--- src/rtl/inst_buffer.sv ---
// rtl/inst_buffer.sv - dual-ported instruction FIFO between fetch and decode (optional perf counters: IBUF_PERF_EN)
module inst_buffer #(
   parameter int DEPTH  = 16,
   parameter int PC_W   = 32,
   parameter int INST_W = 32
) (
   input  logic              clk,
   input  logic              resetn,
   input  logic              flush_i,
   input  logic              stall_i,
   input  logic              in_valid0_i,
   input  logic              in_valid1_i,
   input  logic [PC_W-1:0]   in_pc0_i,
   input  logic [PC_W-1:0]   in_pc1_i,
   input  logic [INST_W-1:0] in_inst0_i,
   input  logic [INST_W-1:0] in_inst1_i,
   input  logic              in_adel0_i,
   input  logic              in_adel1_i,
   input  logic [1:0]        issue_num_i,
   output logic              full_o,
   output logic              out_valid0_o,
   output logic              out_valid1_o,
   output logic [PC_W-1:0]   out_pc0_o,
   output logic [PC_W-1:0]   out_pc1_o,
   output logic [INST_W-1:0] out_inst0_o,
   output logic [INST_W-1:0] out_inst1_o,
   output logic              out_adel0_o,
   output logic              out_adel1_o,
   output logic              overflow_o,
   output logic [31:0]       perf_empty_cyc_o,
   output logic [31:0]       perf_full_cyc_o
);

   localparam int AW = $clog2(DEPTH);
   localparam int EW = 1 + PC_W + INST_W;
   localparam logic [AW:0] DEPTH_C = (AW+1)'(DEPTH);
   localparam logic [AW:0] FULL_TH = (AW+1)'(DEPTH - 2);

   // Each entry is packed as {adel, pc, inst}
   logic [EW-1:0] r_mem [DEPTH];
   logic [AW-1:0] r_head;
   logic [AW-1:0] r_tail;
   logic [AW:0]   r_count;
   logic          r_overflow;

   logic [AW-1:0] w_head1;
   logic [AW-1:0] w_tail1;
   logic [1:0]    w_push_n;
   logic [1:0]    w_pop_n;
   logic [1:0]    w_push_acc;
   logic [AW:0]   w_pop_ext;
   logic [AW:0]   w_push_ext;
   logic [AW:0]   w_free;
   logic [AW:0]   w_count_next;
   logic          w_drop;
   logic [EW-1:0] w_in0;
   logic [EW-1:0] w_in1;
   logic [EW-1:0] w_out0;
   logic [EW-1:0] w_out1;

   assign w_head1 = r_head + AW'(1);
   assign w_tail1 = r_tail + AW'(1);
   assign w_in0   = {in_adel0_i, in_pc0_i, in_inst0_i};
   assign w_in1   = {in_adel1_i, in_pc1_i, in_inst1_i};

   // Requested push/pop amounts; flush kills both, slot 1 only rides along with slot 0
   always_comb begin
      w_push_n = 2'd0;
      w_pop_n  = 2'd0;
      if (!flush_i && in_valid0_i) begin
         w_push_n = in_valid1_i ? 2'd2 : 2'd1;
      end
      if (!flush_i && !stall_i && (issue_num_i != 2'd3)) begin
         if ({{(AW-1){1'b0}}, issue_num_i} > r_count) begin
            w_pop_n = r_count[1:0];
         end else begin
            w_pop_n = issue_num_i;
         end
      end
   end

   // Space after this cycle's pop decides how many pushed slots are kept
   always_comb begin
      w_pop_ext    = {{(AW-1){1'b0}}, w_pop_n};
      w_push_ext   = {{(AW-1){1'b0}}, w_push_n};
      w_free       = DEPTH_C - (r_count - w_pop_ext);
      w_drop       = (w_push_ext > w_free);
      w_push_acc   = w_drop ? w_free[1:0] : w_push_n;
      w_count_next = r_count - w_pop_ext + {{(AW-1){1'b0}}, w_push_acc};
   end

   // Storage write; contents are intentionally left untouched by reset and flush
   always_ff @(posedge clk) begin
      if (w_push_acc != 2'd0) begin
         r_mem[r_tail] <= w_in0;
      end
      if (w_push_acc == 2'd2) begin
         r_mem[w_tail1] <= w_in1;
      end
   end

   // Head/tail/count update; reset beats flush, flush beats push/pop
   always_ff @(posedge clk) begin
      if (!resetn) begin
         r_head  <= '0;
         r_tail  <= '0;
         r_count <= '0;
      end else if (flush_i) begin
         r_head  <= '0;
         r_tail  <= '0;
         r_count <= '0;
      end else begin
         r_head  <= r_head + AW'(w_pop_n);
         r_tail  <= r_tail + AW'(w_push_acc);
         r_count <= w_count_next;
      end
   end

   // Sticky overflow flag, cleared only by reset
   always_ff @(posedge clk) begin
      if (!resetn) begin
         r_overflow <= 1'b0;
      end else if (w_drop) begin
         r_overflow <= 1'b1;
      end
   end

   assign w_out0       = r_mem[r_head];
   assign w_out1       = r_mem[w_head1];
   assign out_valid0_o = (r_count != '0) && !flush_i;
   assign out_valid1_o = (r_count > (AW+1)'(1)) && !flush_i;
   assign out_adel0_o  = w_out0[EW-1];
   assign out_pc0_o    = w_out0[EW-2 -: PC_W];
   assign out_inst0_o  = w_out0[INST_W-1:0];
   assign out_adel1_o  = w_out1[EW-1];
   assign out_pc1_o    = w_out1[EW-2 -: PC_W];
   assign out_inst1_o  = w_out1[INST_W-1:0];
   assign full_o       = (r_count > FULL_TH);
   assign overflow_o   = r_overflow;

`ifdef IBUF_PERF_EN
   logic [31:0] r_perf_empty;
   logic [31:0] r_perf_full;

   // Saturating occupancy counters, cleared only by reset
   always_ff @(posedge clk) begin
      if (!resetn) begin
         r_perf_empty <= '0;
         r_perf_full  <= '0;
      end else begin
         if ((r_count == '0) && !stall_i && !flush_i && (r_perf_empty != 32'hFFFF_FFFF)) begin
            r_perf_empty <= r_perf_empty + 32'd1;
         end
         if (full_o && (r_perf_full != 32'hFFFF_FFFF)) begin
            r_perf_full <= r_perf_full + 32'd1;
         end
      end
   end

   assign perf_empty_cyc_o = r_perf_empty;
   assign perf_full_cyc_o  = r_perf_full;
`else
   assign perf_empty_cyc_o = 32'd0;
   assign perf_full_cyc_o  = 32'd0;
`endif

endmodule

--- config.mk ---
export PLATFORM = sky130hd
export DESIGN_NAME = inst_buffer
export DESIGN_NICKNAME = d
export VERILOG_FILES = /design/src/rtl/inst_buffer.sv
export SDC_FILE = /design/constraint.sdc
export NUM_CORES = 2
export LEC_CHECK = 0
export ABC_CLOCK_PERIOD_IN_PS = 10700
export BUFFER_PORTS_ARGS = -buffer_cell sky130_fd_sc_hd__buf_2
export CAP_MARGIN = 0
export CORE_MARGIN = 5
export CORE_UTILIZATION = 58
export CTS_BUF_LIST = sky130_fd_sc_hd__clkbuf_8
export CTS_CLUSTER_DIAMETER = 40
export DETAILED_ROUTE_END_ITERATION = 12
export GPL_ROUTABILITY_DRIVEN = 0
export PLACE_DENSITY_LB_ADDON = 0.3
export SKIP_CTS_REPAIR_TIMING = 1
export SYNTH_ARGS = -nofsm -noshare
export SYNTH_HDL_FRONTEND = slang
export SYNTH_SLANG_ARGS = --single-unit
--- constraint.sdc ---
create_clock -name clk -period 10.7 [get_ports clk]
set_input_delay 1.07 -clock clk [delete_from_list [all_inputs] [get_ports clk]]
set_output_delay 1.07 -clock clk [all_outputs]
set_load 0.1 [all_outputs]
==> summary.txt <==
Status
  • Status: complete, no violations

Route
  • Vias per cell: roughly 7.2
  • Vias: 37,000
  • Routed WL per cell: approximately 35 um
  • Initial DRC count: about 5,000
  • Drc violations: 0
  • Drt total wl: 181 mm
  • Routed Antenna Nets: 0
  • Drt pass-1 iters: 5

Synthesis
  • Mapped cell area: slightly above 60,000 sq um
  • EDFF count, synth: roughly 1,000
  • Seq/Total Area, Yosys: between 50% and 60%
  • Largest cells by area after synthesis: edfxtp_1, mux4_2, mux2_1, mux2_2, buf_4
  • Dominant cell type by area after synthesis: edfxtp_1
  • Post-synth top cells: edfxtp_1, mux2_1, mux4_2
  • Most common cell in the netlist: edfxtp_1
  • Synth cell types: 42
  • Share of the synthesized area in the top cell type: about half
  • Yosys warns: 0
  • Gate Count Post-Synth: about 3,400
  • Async S/R FF share, synth: 0%
  • Syn Area/Cell: 18.1 sq um
  • Most used DFF post-synth: edfxtp_1
  • #FFs+latches synth: roughly 1,100

Clock network
  • Max Buffers Root-to-Sink: 3
  • CTS H-tree depth: 4
  • Reg clk slew, reported paths: roughly 0.060 ns
  • CTS tree: built
  • CTS Root Cell: clkbuf_8
  • TritonCTS buffer count: between 150 and 200
  • Clk sinks: between 1,000 and 1,500
  • Worst-Skew Late Latency: 0.89 ns

Global routing
  • Global-route wire length before repair: around 260 mm
  • Largest net degree at the start of global routing: between 150 and 200
  • Gr usage total: 32.2%
  • Grt ovf: 0
  • Vias in the first global route: 38,700
  • Initial antenna violation count: 41

Cells and area
  • Area grow syn2layout: 9.61%
  • Non-filler instance count after layout: ~5,100
  • Share of layout cells above drive strength 1: between 40% and 50%
  • Design area: a little under 70,000 sq um
  • End-of-flow core utilization: between 60 and 70%
  • Filler instances: between 7,000 and 8,000
  • Final #Nets: 3,700

Place
  • Pre-CTS setup slack: 3.08 ns
  • Cells after DPL: roughly 4,700
  • Hpwl dp: around 100 mm
  • Placed Area: roughly 64,000 sq um
  • Port Buffers: about 270

Power
  • Peak VDD IR: between 100 and 150 uV
  • Power Total: roughly 9.6 mW
  • Pwr dens: around 140 nW/um^2
  • Lkg Pwr: 21.4 nW

STA
  • Max Fclk: 142 MHz
  • TNS Setup: 0 ns
  • WHS: between 0.5 and 0.6 ns
  • Setup ws final: 3.68 ns
  • Worst-Margin Slew: 1.26 ns
  • Final Hold Fails: 0
  • Clk_skew: approximately 0.050 ns
  • Setup-failing EPs final: 0
  • Slew Limit Fails: 0
  • Unrepaired setup endpoints after global routing: no
  • Period utilisation layout: 65.7%
  • Tmin final: ~7.0 ns
  • Slew HR: about 16%

Worst setup path
  • Crit path DAT: 7.61 ns
  • Crit. End Element: flop
  • Kind of critical path: reg -> reg
  • Crit start category: flop
  • Critical Path RT: around 11 ns
  • CP Max Fanout: 49

Die
  • Die area: 113,000 sq um
  • Width of the die: between 300 and 400 um
  • Row cnt: approximately 120
  • Core area: 105,000 sq um
  • Die extent in y: about 340 um
  • I/O pin count: 336
  • Initial core utilization: around three fifths

Min path
  • Tightest Hold Check Type: reg -> reg

Job
  • Max Cap Violations: 0
-- registers in the layout, summed over array words and instances, names as in the netlist --
register and cells:
r_mem 1040, r_count 5, r_head 4, r_tail 4, overflow_o 1
-- report_power, final --
group	leakage, nW	internal [mW]	total, mW	switching (mW)
combinational	9.92	0.413	1.33	0.914
clock	2.03	1.95	3.70	1.74
sequential	9.50	4.59	4.62	0.0263
-- layout by cell type (no fill, tap or decap), types with 5 or more instances in the layout --
cell type	count
diode_2	28
nand2b_1	7
edfxtp_1	1040
mux2i_4	16
and2_1	5
dfxtp_1	10
mux4_2	650
buf_4	71
mux2_2	391
clkbuf_8	190
inv_1	68
nand2_1	12
clkinvlp_4	11
a21oi_1	10
ha_1	13
bufinv_16	12
nor3_1	19
nand3_1	10
nor2_1	18
clkinv_2	20
nor2b_1	10
mux2_1	650
clkinv_1	43
conb_1	64
buf_12	11
buf_2	271
-- worst max-delay path, stage by stage (launching register included) --
cell and delay, ns:
dfxtp_1 0.41, inv_1 0.13, ha_1 0.31, nor2b_1 0.14, o211ai_1 0.28, nor2_1 0.07
a211oi_1 0.35, ha_1 0.25, inv_1 0.06, fa_1 0.57, inv_1 0.11, ha_1 0.39
inv_1 0.10, ha_1 0.30, a21oi_1 0.15, a21oi_1 0.08, o31ai_4 0.06, buf_4 0.56
mux2i_4 0.98, buf_4 0.96, mux2_2 0.42
-- cells by family (layout without fill, tap and decap cells) --
group	Yosys count	after routing	share of synthesized area (%)
flip-flops	1054	1054	51.3
buffers and inverters	477	708	3.78
other	1	92	0.00610
adder cells (fa/ha/maj)	18	18	0.415
multiplexers	1710	1710	43.2
AND/OR/NAND/NOR	104	104	0.877
XOR/XNOR	9	9	0.128
AO/OA/AOI/OAI	29	29	0.328
-- cell type report --
cell class	instances	area (sq um)	share of cell area [%]
multi-input combinational	1934	28200	41.9
inverter	14	52.6	0.0780
clock buffer	190	2620	3.88
tap	1391	1740	2.58
sequential	1054	31500	46.8
antenna	28	70.1	0.104
timing repair buffer	354	2140	3.17
clock inverter	150	1010	1.50
-- path summary, 6_finish.rpt --
check | start | end | slack (ns) | depth (start not counted)
setup / recovery | r_count[1]$_SDFF_PP0_ | r_mem[0][25]$_DFFE_PP_ | 3.68 | 20
hold / removal | overflow_o$_SDFFE_PN0P_ | overflow_o$_SDFFE_PN0P_ | 0.52 | 2
setup reg to reg | r_count[1]$_SDFF_PP0_ | r_mem[0][25]$_DFFE_PP_ | 3.68 | 20
hold reg to reg | overflow_o$_SDFFE_PN0P_ | overflow_o$_SDFFE_PN0P_ | 0.52 | 2
-- layer usage --
metal  track usage (%)  up-vias  part of all wire, %
met5             0.851        -                0.041
met4              12.0       12                  3.5
met3              8.48      401                   11
met2              51.7     2605                   49
met1              42.8    19500                   36
li1                  -    14500                    -
(Power assumes the default switching activity.)
